--- src/rtl/pipe_ctrl_pkg.sv ---
// Shared definitions for the pipeline hazard/flush controller.
//   - Stall bus width and stage index constants (PC..WB).
//   - FSM state encoding, also used on the fsm_state debug output.
//   - clamp_stage(): maps an out-of-range stage index onto the last stage.
package pipe_ctrl_pkg;

  localparam int STALL_BUS_W = 6;

  localparam int STG_PC  = 0;
  localparam int STG_IF  = 1;
  localparam int STG_ID  = 2;
  localparam int STG_EX  = 3;
  localparam int STG_MEM = 4;
  localparam int STG_WB  = 5;

  typedef enum logic [1:0] {
    ST_RUN   = 2'd0,
    ST_STALL = 2'd1,
    ST_FLUSH = 2'd2
  } pipe_state_e;

  function automatic int clamp_stage(input int stage, input int stages);
    return (stage >= stages) ? stages - 1 : stage;
  endfunction

endpackage

--- src/rtl/pipe_ctrl_sat_counter.sv ---
// Saturating up-counter with synchronous reset and clear.
//   clk  : rising-edge clock
//   rst  : synchronous active-high reset, q -> 0
//   clr  : synchronous clear, q -> 0; wins over inc
//   inc  : count by one when set, stopping at MAX
//   q    : current count
module sat_counter #(
  parameter int             W   = 16,
  parameter logic [W-1:0]   MAX = '1
) (
  input  logic         clk,
  input  logic         rst,
  input  logic         clr,
  input  logic         inc,
  output logic [W-1:0] q
);

  always_ff @(posedge clk) begin
    if (rst || clr) begin
      q <= '0;
    end else if (inc && (q != MAX)) begin
      q <= q + W'(1);
    end
  end

endmodule

--- src/rtl/pipe_ctrl.sv ---
// Pipeline hazard/flush controller for the 5-stage CPU.
// Merges per-source stall requests into a per-stage stall bus, issues a
// registered one-cycle flush pulse with redirect PC (which overrides stalls),
// and keeps saturating stall/flush counters plus a sticky stall watchdog.
//
// Ports:
//   clk          in   rising-edge clock
//   rst          in   synchronous active-high reset
//   stall_req    in   [NREQ]    level stall requests, bit i tied to REQ_STAGE[i]
//   flush_req    in             flush/redirect request
//   flush_pc     in   [PC_W]    redirect target, sampled with flush_req
//   perf_clr     in             synchronous clear of counters and wdog_err
//   stall        out  [STAGES]  per-stage hold, stages 0..s for highest requester s
//   flush        out            one-cycle registered flush pulse
//   new_pc       out  [PC_W]    redirect PC, valid while flush=1, held otherwise
//   stall_cycles out  [CNT_W]   saturating count of cycles with stall[0]=1
//   flush_count  out  [CNT_W]   saturating count of flush pulses
//   wdog_err     out            sticky: stall held WDOG_LIMIT consecutive cycles
//   fsm_state    out            current RUN/STALL/FLUSH state (debug/status)
module pipe_ctrl
  import pipe_ctrl_pkg::*;
#(
  parameter int                STAGES     = STALL_BUS_W,
  parameter int                NREQ       = 3,
  parameter logic [3*NREQ-1:0] REQ_STAGE  = {3'd3, 3'd2, 3'd2},
  parameter int                PC_W       = 32,
  parameter int                CNT_W      = 16,
  parameter int                WDOG_LIMIT = 255
) (
  input  logic              clk,
  input  logic              rst,
  input  logic [NREQ-1:0]   stall_req,
  input  logic              flush_req,
  input  logic [PC_W-1:0]   flush_pc,
  input  logic              perf_clr,
  output logic [STAGES-1:0] stall,
  output logic              flush,
  output logic [PC_W-1:0]   new_pc,
  output logic [CNT_W-1:0]  stall_cycles,
  output logic [CNT_W-1:0]  flush_count,
  output logic              wdog_err,
  output pipe_state_e       fsm_state
);

  // ---------------------------------------------------------------------------
  // Stall mask. Each request contributes a prefix mask (bits 0..stage), so the
  // OR of all active masks equals the mask of the highest requesting stage.
  // ---------------------------------------------------------------------------
  logic [STAGES-1:0] req_mask [NREQ];
  logic [STAGES-1:0] stall_mask;

  for (genvar i = 0; i < NREQ; i++) begin : g_req
    localparam int          STG    = clamp_stage(int'(REQ_STAGE[3*i +: 3]), STAGES);
    localparam logic [63:0] MASK64 = (64'd1 << (STG + 1)) - 64'd1;
    assign req_mask[i] = stall_req[i] ? MASK64[STAGES-1:0] : '0;
  end

  always_comb begin
    stall_mask = '0;
    for (int i = 0; i < NREQ; i++) begin
      stall_mask = stall_mask | req_mask[i];
    end
    // A flush cycle squashes the pipe, so holding any stage would be wrong.
    stall = (rst || flush) ? '0 : stall_mask;
  end

  // ---------------------------------------------------------------------------
  // Flush pulse and redirect PC, one cycle after flush_req.
  // ---------------------------------------------------------------------------
  always_ff @(posedge clk) begin
    if (rst) begin
      flush  <= 1'b0;
      new_pc <= '0;
    end else begin
      flush <= flush_req;
      if (flush_req) begin
        new_pc <= flush_pc;
      end
    end
  end

  // ---------------------------------------------------------------------------
  // Status FSM. flush_req outranks stall_req in every state; FLUSH coincides
  // with flush=1.
  // ---------------------------------------------------------------------------
  pipe_state_e state_q;
  pipe_state_e state_d;

  always_ff @(posedge clk) begin
    if (rst) begin
      state_q <= ST_RUN;
    end else begin
      state_q <= state_d;
    end
  end

  always_comb begin
    state_d = state_q;
    case (state_q)
      ST_RUN: begin
        if (flush_req)       state_d = ST_FLUSH;
        else if (|stall_req) state_d = ST_STALL;
      end
      ST_STALL: begin
        if (flush_req)       state_d = ST_FLUSH;
        else if (!(|stall_req)) state_d = ST_RUN;
      end
      ST_FLUSH: begin
        if (flush_req)       state_d = ST_FLUSH;
        else if (|stall_req) state_d = ST_STALL;
        else                 state_d = ST_RUN;
      end
      default: state_d = ST_RUN;
    endcase
  end

  assign fsm_state = state_q;

  // ---------------------------------------------------------------------------
  // Performance counters.
  // ---------------------------------------------------------------------------
  sat_counter #(.W(CNT_W)) u_stall_cnt (
    .clk (clk),
    .rst (rst),
    .clr (perf_clr),
    .inc (stall[0]),
    .q   (stall_cycles)
  );

  sat_counter #(.W(CNT_W)) u_flush_cnt (
    .clk (clk),
    .rst (rst),
    .clr (perf_clr),
    .inc (flush),
    .q   (flush_count)
  );

  // ---------------------------------------------------------------------------
  // Stall watchdog. The run length restarts on any non-stalled cycle (flush
  // cycles included) and parks at WDOG_LIMIT; the error is raised on the edge
  // after the limit is reached. WDOG_LIMIT=0 disables the error.
  // ---------------------------------------------------------------------------
  localparam int             RUN_W   = (WDOG_LIMIT < 2) ? 1 : $clog2(WDOG_LIMIT + 1);
  localparam logic [RUN_W-1:0] RUN_MAX = RUN_W'(WDOG_LIMIT);

  logic [RUN_W-1:0] run_len;

  sat_counter #(.W(RUN_W), .MAX(RUN_MAX)) u_run_len (
    .clk (clk),
    .rst (rst),
    .clr (perf_clr || !stall[0]),
    .inc (stall[0]),
    .q   (run_len)
  );

  always_ff @(posedge clk) begin
    if (rst || perf_clr) begin
      wdog_err <= 1'b0;
    end else if ((WDOG_LIMIT != 0) && (run_len == RUN_MAX)) begin
      wdog_err <= 1'b1;
    end
  end

endmodule
--- config.mk ---
export PLATFORM = sky130hd
export DESIGN_NAME = pipe_ctrl
export DESIGN_NICKNAME = d
export VERILOG_FILES = /design/src/rtl/pipe_ctrl_pkg.sv /design/src/rtl/pipe_ctrl_sat_counter.sv /design/src/rtl/pipe_ctrl.sv
export SDC_FILE = /design/constraint.sdc
export NUM_CORES = 1
export LEC_CHECK = 0
export CAP_MARGIN = 30
export CORE_ASPECT_RATIO = 0.6
export CORE_MARGIN = 5
export CORE_UTILIZATION = 45
export DETAILED_ROUTE_END_ITERATION = 6
export PLACE_DENSITY_LB_ADDON = 0.25
export SLEW_MARGIN = 20
export SYNTH_ARGS = -nofsm -noshare
export SYNTH_HDL_FRONTEND = slang
export SYNTH_SLANG_ARGS = --single-unit
export TNS_END_PERCENT = 20
--- constraint.sdc ---
create_clock -name clk -period 2.7 [get_ports clk]
set_clock_uncertainty 0.2 [all_clocks]
set_input_delay 0.54 -clock clk [delete_from_list [all_inputs] [get_ports clk]]
set_output_delay 0.54 -clock clk [all_outputs]
set_load 0.02 [all_outputs]
Word-level counts from Yosys, hierarchy flattened
Cells that the tools add are included.
{"block": "classes", "addsub": 3, "n_eq_ne": 8, "mux": 11, "n_bitwise": 2, "n_reduce_logical": 11}
{"operator": "adder 16 x 1 -> 16 bit, second input constant", "n": 2}
{"operator": "!= test 16 bit, second input constant", "n": 2}
{"operator": "two-way mux 2 bit", "n": 5}
{"operator": "adder 8 x 1 -> 8 bit, second input constant", "n": 1}
{"operator": "== test 8 bit, second input constant", "n": 1}
{"operator": "two-way mux 4 bit", "n": 2}
{"operator": "!= test 8 bit, second input constant", "n": 1}
{"operator": "two-way mux 3 bit", "n": 2}
{"operator": "!= test 3 bit, second input constant", "n": 2}
{"operator": "one-hot mux 2 bit (3 select lines)", "n": 1}
{"operator": "logical OR 1 bit", "n": 4}
{"operator": "OR 3 x 4 -> 4 bit", "n": 1}
{"operator": "logical AND 1 bit", "n": 3}
{"operator": "OR 3 bit", "n": 1}
{"operator": "OR reduction 3 bit", "n": 1}
{"operator": "== test 2 x 1 -> 1 bit, second input constant", "n": 1}
{"operator": "== test 2 bit, second input constant", "n": 1}
{"operator": "logical NOT 2 bit", "n": 1}
{"operator": "AND reduction 2 bit", "n": 1}
{"operator": "logical NOT 1 bit", "n": 1}
{"operator": "two-way mux 1 bit", "n": 1}
{"block": "word_totals", "register_bits": 76, "in_bits": 39, "out_inout_bits": 74, "wordCells": 42}

Logic depth before layout (Yosys ltp)
Gate-level depths: netlist of the first run.
{"block": "logic_depth", "ltp_word": 7, "mapped_depth": 6, "mapped_depth_nobuf": 5}

Cells and area by module
Synthesis of the first run repeated with hierarchy kept, for this count alone.
{"block": "hier_totals", "hier_cells": 363, "hier_area_um2": 3478.3}
{"module": "sat_counter (u_flush_cnt ...)", "n_inst": 2, "cells_each": 95, "area_each_um2": 847.1, "seq_area_each_um2": 320.3}
{"module": "pipe_ctrl", "n_inst": 1, "cells_each": 125, "area_each_um2": 1362.6, "seq_area_each_um2": 720.7}
{"module": "sat_counter (u_run_len)", "n_inst": 1, "cells_each": 48, "area_each_um2": 421.7, "seq_area_each_um2": 160.2}

Worst setup path after synthesis of the first run
OpenSTA, ideal clock, no wires.
{"block": "synth_timing", "path_type": "flip-flop to flip-flop", "from": "register u_stall_cnt.q[0]", "to": "register u_stall_cnt.q[15]", "setup_ns": 0.086, "t_arrival_ns": 1.916, "required_time_ns": 2.414, "path_slack_ns": 0.498, "stages_incl_launch_ff": 7, "path_buffers": 1, "synth_period_minus_slack_ns": 2.202, "cell_sequence": "dfxtp_1 ha_1 nand3_1 nor4_1 clkbuf_1 nor4_1 a211oi_1"}
{"block": "synth_via", "elab_chain_cells": 2, "elab_cells_between_ends": 3, "cone_classes": "1 x add/sub; 1 x eq/ne; 1 x reduce/logical"}
{"element": "start: declaration", "line": "pipe_ctrl_sat_counter.sv:15", "text": "output logic [W-1:0] q"}
{"element": "start signal: assignment", "line": "pipe_ctrl_sat_counter.sv:22", "text": "q <= q + W'(1);"}
{"element": "parallel branches: the longest is 2 deep, another holds adder 16 x 1 -> 16 bit"}
Several ways; the timed one is not identified.
A chain may end at the register's enable or synchronous reset.

Worst setup path in the final report of the first run
{"block": "layout_timing", "from": "input port stall_req[1]", "to": "output port stall[0]"}
{"block": "layout_via", "elab_chain_cells": 4}
{"element": "start: declaration", "line": "pipe_ctrl.sv:32", "text": "input logic [NREQ-1:0] stall_req,"}
{"element": "two-way mux 3 bit", "line": "pipe_ctrl.sv:55", "text": "assign req_mask[i] = stall_req[i] ? MASK64[STAGES-1:0] : '0;"}
{"element": "OR 3 bit", "line": "pipe_ctrl.sv:61", "text": "stall_mask = stall_mask | req_mask[i];"}
{"element": "OR 3 x 4 -> 4 bit", "line": "pipe_ctrl.sv:61"}
{"element": "two-way mux 4 bit", "line": "pipe_ctrl.sv:64", "text": "stall = (rst || flush) ? '0 : stall_mask;"}
{"element": "end: declaration", "line": "pipe_ctrl.sv:36", "text": "output logic [STAGES-1:0] stall,"}
No other way between the ends.

==> impl_metrics.tcl, run 1 <==
set metrics [dict create \
    status "finished, final reports clean" \
    fillerInstances 586 \
    clk_pin_slew_worst_paths_ns 0.05 \
    switchingPower_mw 0.595 \
    vias_per_cell 5.52 \
    initial_utilization_pct 46.0 \
    synth-simple-area-share_pct 23.0 \
    synth_top_family_by_area "simple AND/OR/NAND/NOR gates" \
    die-area_mm2 0.00924 \
    synth_seq_area_share_pct 45.9 \
    cp_top_family "buffers and inverters" \
    drc_errors 0 \
    async_flop_share_pct 0 \
    grt_pass1_vias 2869 \
    drive_gt1_share_pct 7.55 \
    cts_max_level 3 \
    antenna_found_initial 0 \
    cts-root-buf "clkbuf_16" \
    stdcell_count 581 \
    synth_area_mm2 0.00331 \
    cts_setup_buffers 0 \
    wl_per_cell_um 16.0 \
    final_cell_mix "clkdlybuf4s50_1 (105), dfxtp_1 (76), nor2_1 (55)" \
    path_cells "clkdlybuf4s50_1 -> or3_1 -> nand2_1 -> inv_1 -> dlygate4sd2_1" \
    hold_ws_ns 0.290 \
    synthMuxAreaShare_pct 11.2 \
    drt_first_pass_iters 5 \
    placementRows 24 \
    clkLatencyLatePin_ns 0.33 \
    yosysWarnings 0 \
    p_leak_nw 1.82 \
    max_freq_ghz 0.386 \
    finalHoldViolations 0 \
    io_buffers 110 \
    power_density_mw_per_mm2 591 \
    cts_buffers 9 \
    synth_xor_area_share_pct 1.06 \
    intPower_mw 2.31 \
    grt-ovfl-total 0 \
    clock_path_buffers 2 \
    cp.required_ns 1.96 \
    rsz0062_at_grt "no" \
    path_buf_inv 3 \
    core_area_mm2 0.00721 \
    cap_violations 0 \
    cp_slowest_cell "clkdlybuf4s50_1" \
    slew-limit-headroom_pct 60.3 \
    fin_util_pct 68.2 \
    clock-sinks 76 \
    drtIter0Drc 227 \
    drtAntennaViolNets 0 \
    criticalPathCategory "in2out" \
    slew_viol_final 0 \
    die_x_um 121 \
    synthAdderAreaFrac_pct 1.13 \
    worst_setup_path_end_kind "output port" \
    synth.avg_cell_area_um2 8.96 \
    grt.total_usage_pct 19.4 \
    ys_types 45 \
    syn_inst 370 \
    final_common_cell "clkdlybuf4s50_1" \
    cpPeakStageDelay_ns 0.41 \
    power_switching_share_pct 20.5 \
    crit_fanout 4 \
    p_seq_share_pct 40.5 \
    synth-seq-cells 76 \
    syn_to_final_growth_pct 48.3 \
    hp-class "reg2reg" \
    gp_congestion 0.872 \
    vias 3205 \
    wirelength_um 9270 \
    period_needed_ns 2.59 \
    p_comb_share_pct 9.9 \
    setup_viol_count_final 0 \
    grt_first_pass_wirelength_um 14400 \
    place_inst 565 \
    synth_edf_count 0 \
    tightest_slew_ns 0.589 \
    ir_worst_vdd_v 0.000351 \
    pwr-share-clk_pct 49.6 \
    nets 527 \
    period_share_pct 95.9 \
    die_y_um 76.5 \
    ios 113 \
    crit_path_start_kind "primary input" \
    post-dp-hpwl_um 6820 \
    synthFlopType "dfxtp_1" \
    cts_tree "done" \
    grt_max_degree 40 \
    synth_compound_area_share_pct 13.3 \
    diodes 0 \
    critical_path_arrival_ns 1.85 \
]
cells by family after synthesis:
family,Yosys count
multiplexers,37
AND/OR/NAND/NOR,149
AO/OA/AOI/OAI,67
other,1
flip-flops,76
XOR/XNOR,4
adder cells (fa/ha/maj),3
buffers and inverters,33
through the flow:
| step | worst slack, ns | cell area, µm² | total power [mW] | TNS [ns] |
|---|---|---|---|---|
| 6_report | 0.112 | 4920 | 2.90 | 0 |
| 2_1_floorplan | 0.498 | 3320 | 1.34 | 0 |
| 3_3_place_gp | -0.116 | 4550 | 1.49 | -0.348 |
| 3_5_place_dp | -0.126 | 4550 | 1.49 | -0.402 |
| 4_1_cts | 0.0966 | 4920 | 2.93 | 0 |
| 5_1_grt | 0.0358 | 4920 | 3.00 | 0 |
registers in the layout, summed over array words and instances (netlist names):
| signal | count |
|---|---|
| u_flush_cnt.q | 16 |
| new_pc | 32 |
| u_run_len.q | 8 |
| flush | 1 |
| u_stall_cnt.q | 16 |
| fsm_state | 2 |
| wdog_err | 1 |
repair_timing:
item | CTS | global route
gates resized for setup | 4 | 0
endpoints found under the setup margin | 4 | 0
hold buffers | 0 | 0
path summary, 6_finish.rpt:
check                    from           endpoint  slack [ns]  depth (start not counted)
min reg2reg        new_pc[26]         new_pc[26]        0.29                          2
min                new_pc[26]         new_pc[26]        0.29                          2
max reg2reg  u_stall_cnt.q[0]  u_stall_cnt.q[11]        0.38                          5
max              stall_req[1]           stall[0]        0.11                          5
synthesized netlist by cell type (7+ instances only):
cell type,n,area (µm²)
nand3_1,14,70.1
o21ai_0,11,55.1
o31ai_1,9,67.6
mux2i_1,37,370
clkbuf_1,11,41.3
nand2_1,18,67.6
inv_1,11,41.3
o41ai_1,7,61.3
a21oi_1,23,115
nor2_1,55,206
nand4_1,12,75.1
dfxtp_1,76,1520
or3_1,10,62.6
or4_1,9,67.6
power groups by stage:
stage	Sequential [mW]	Combinational, mW	Clock, mW
4_1_cts	1.18	0.291	1.47
6_report	1.18	0.289	1.44
2_1_floorplan	1.24	0.100	0
3_5_place_dp	1.20	0.292	0
5_1_grt	1.18	0.308	1.52
3_3_place_gp	1.20	0.287	0
per-layer routing:
metal | vias up | GRT usage, % | wire (µm)
met3 | 5 | 7.20 | 709
met2 | 114 | 27.7 | 3890
met5 | - | 0 | 0
met4 | 0 | 4.41 | 51
met1 | 1506 | 27.7 | 4610
li1 | 1580 | - | -
worst register-to-register path, stage by stage, from the launching register on:
cell     delay, ns
dfxtp_1       0.41
ha_1          0.25
nand3_1       0.23
or4_1         0.74
and4_1        0.28
mux2i_1       0.11
area by class of cell:
| type | instances | area (µm²) | area share, % |
|---|---|---|---|
| repair buffers | 125 | 1220 | 24.7 |
| well taps | 91 | 114 | 2.32 |
| clock buffers | 13 | 280 | 5.70 |
| inverters | 11 | 41.3 | 0.840 |
| clock inverters | 3 | 90.1 | 1.83 |
| multi-input cells | 262 | 1650 | 33.6 |
| flip-flops and latches | 76 | 1520 | 30.9 |
Note: power is estimated with default switching activity, not from simulation.
==> run 2: changes to the inputs <==
- TNS_END_PERCENT: 20 -> not set
==> results of run 2 <==
The final DEF is identical to that of run 1; final timing and power are the same.
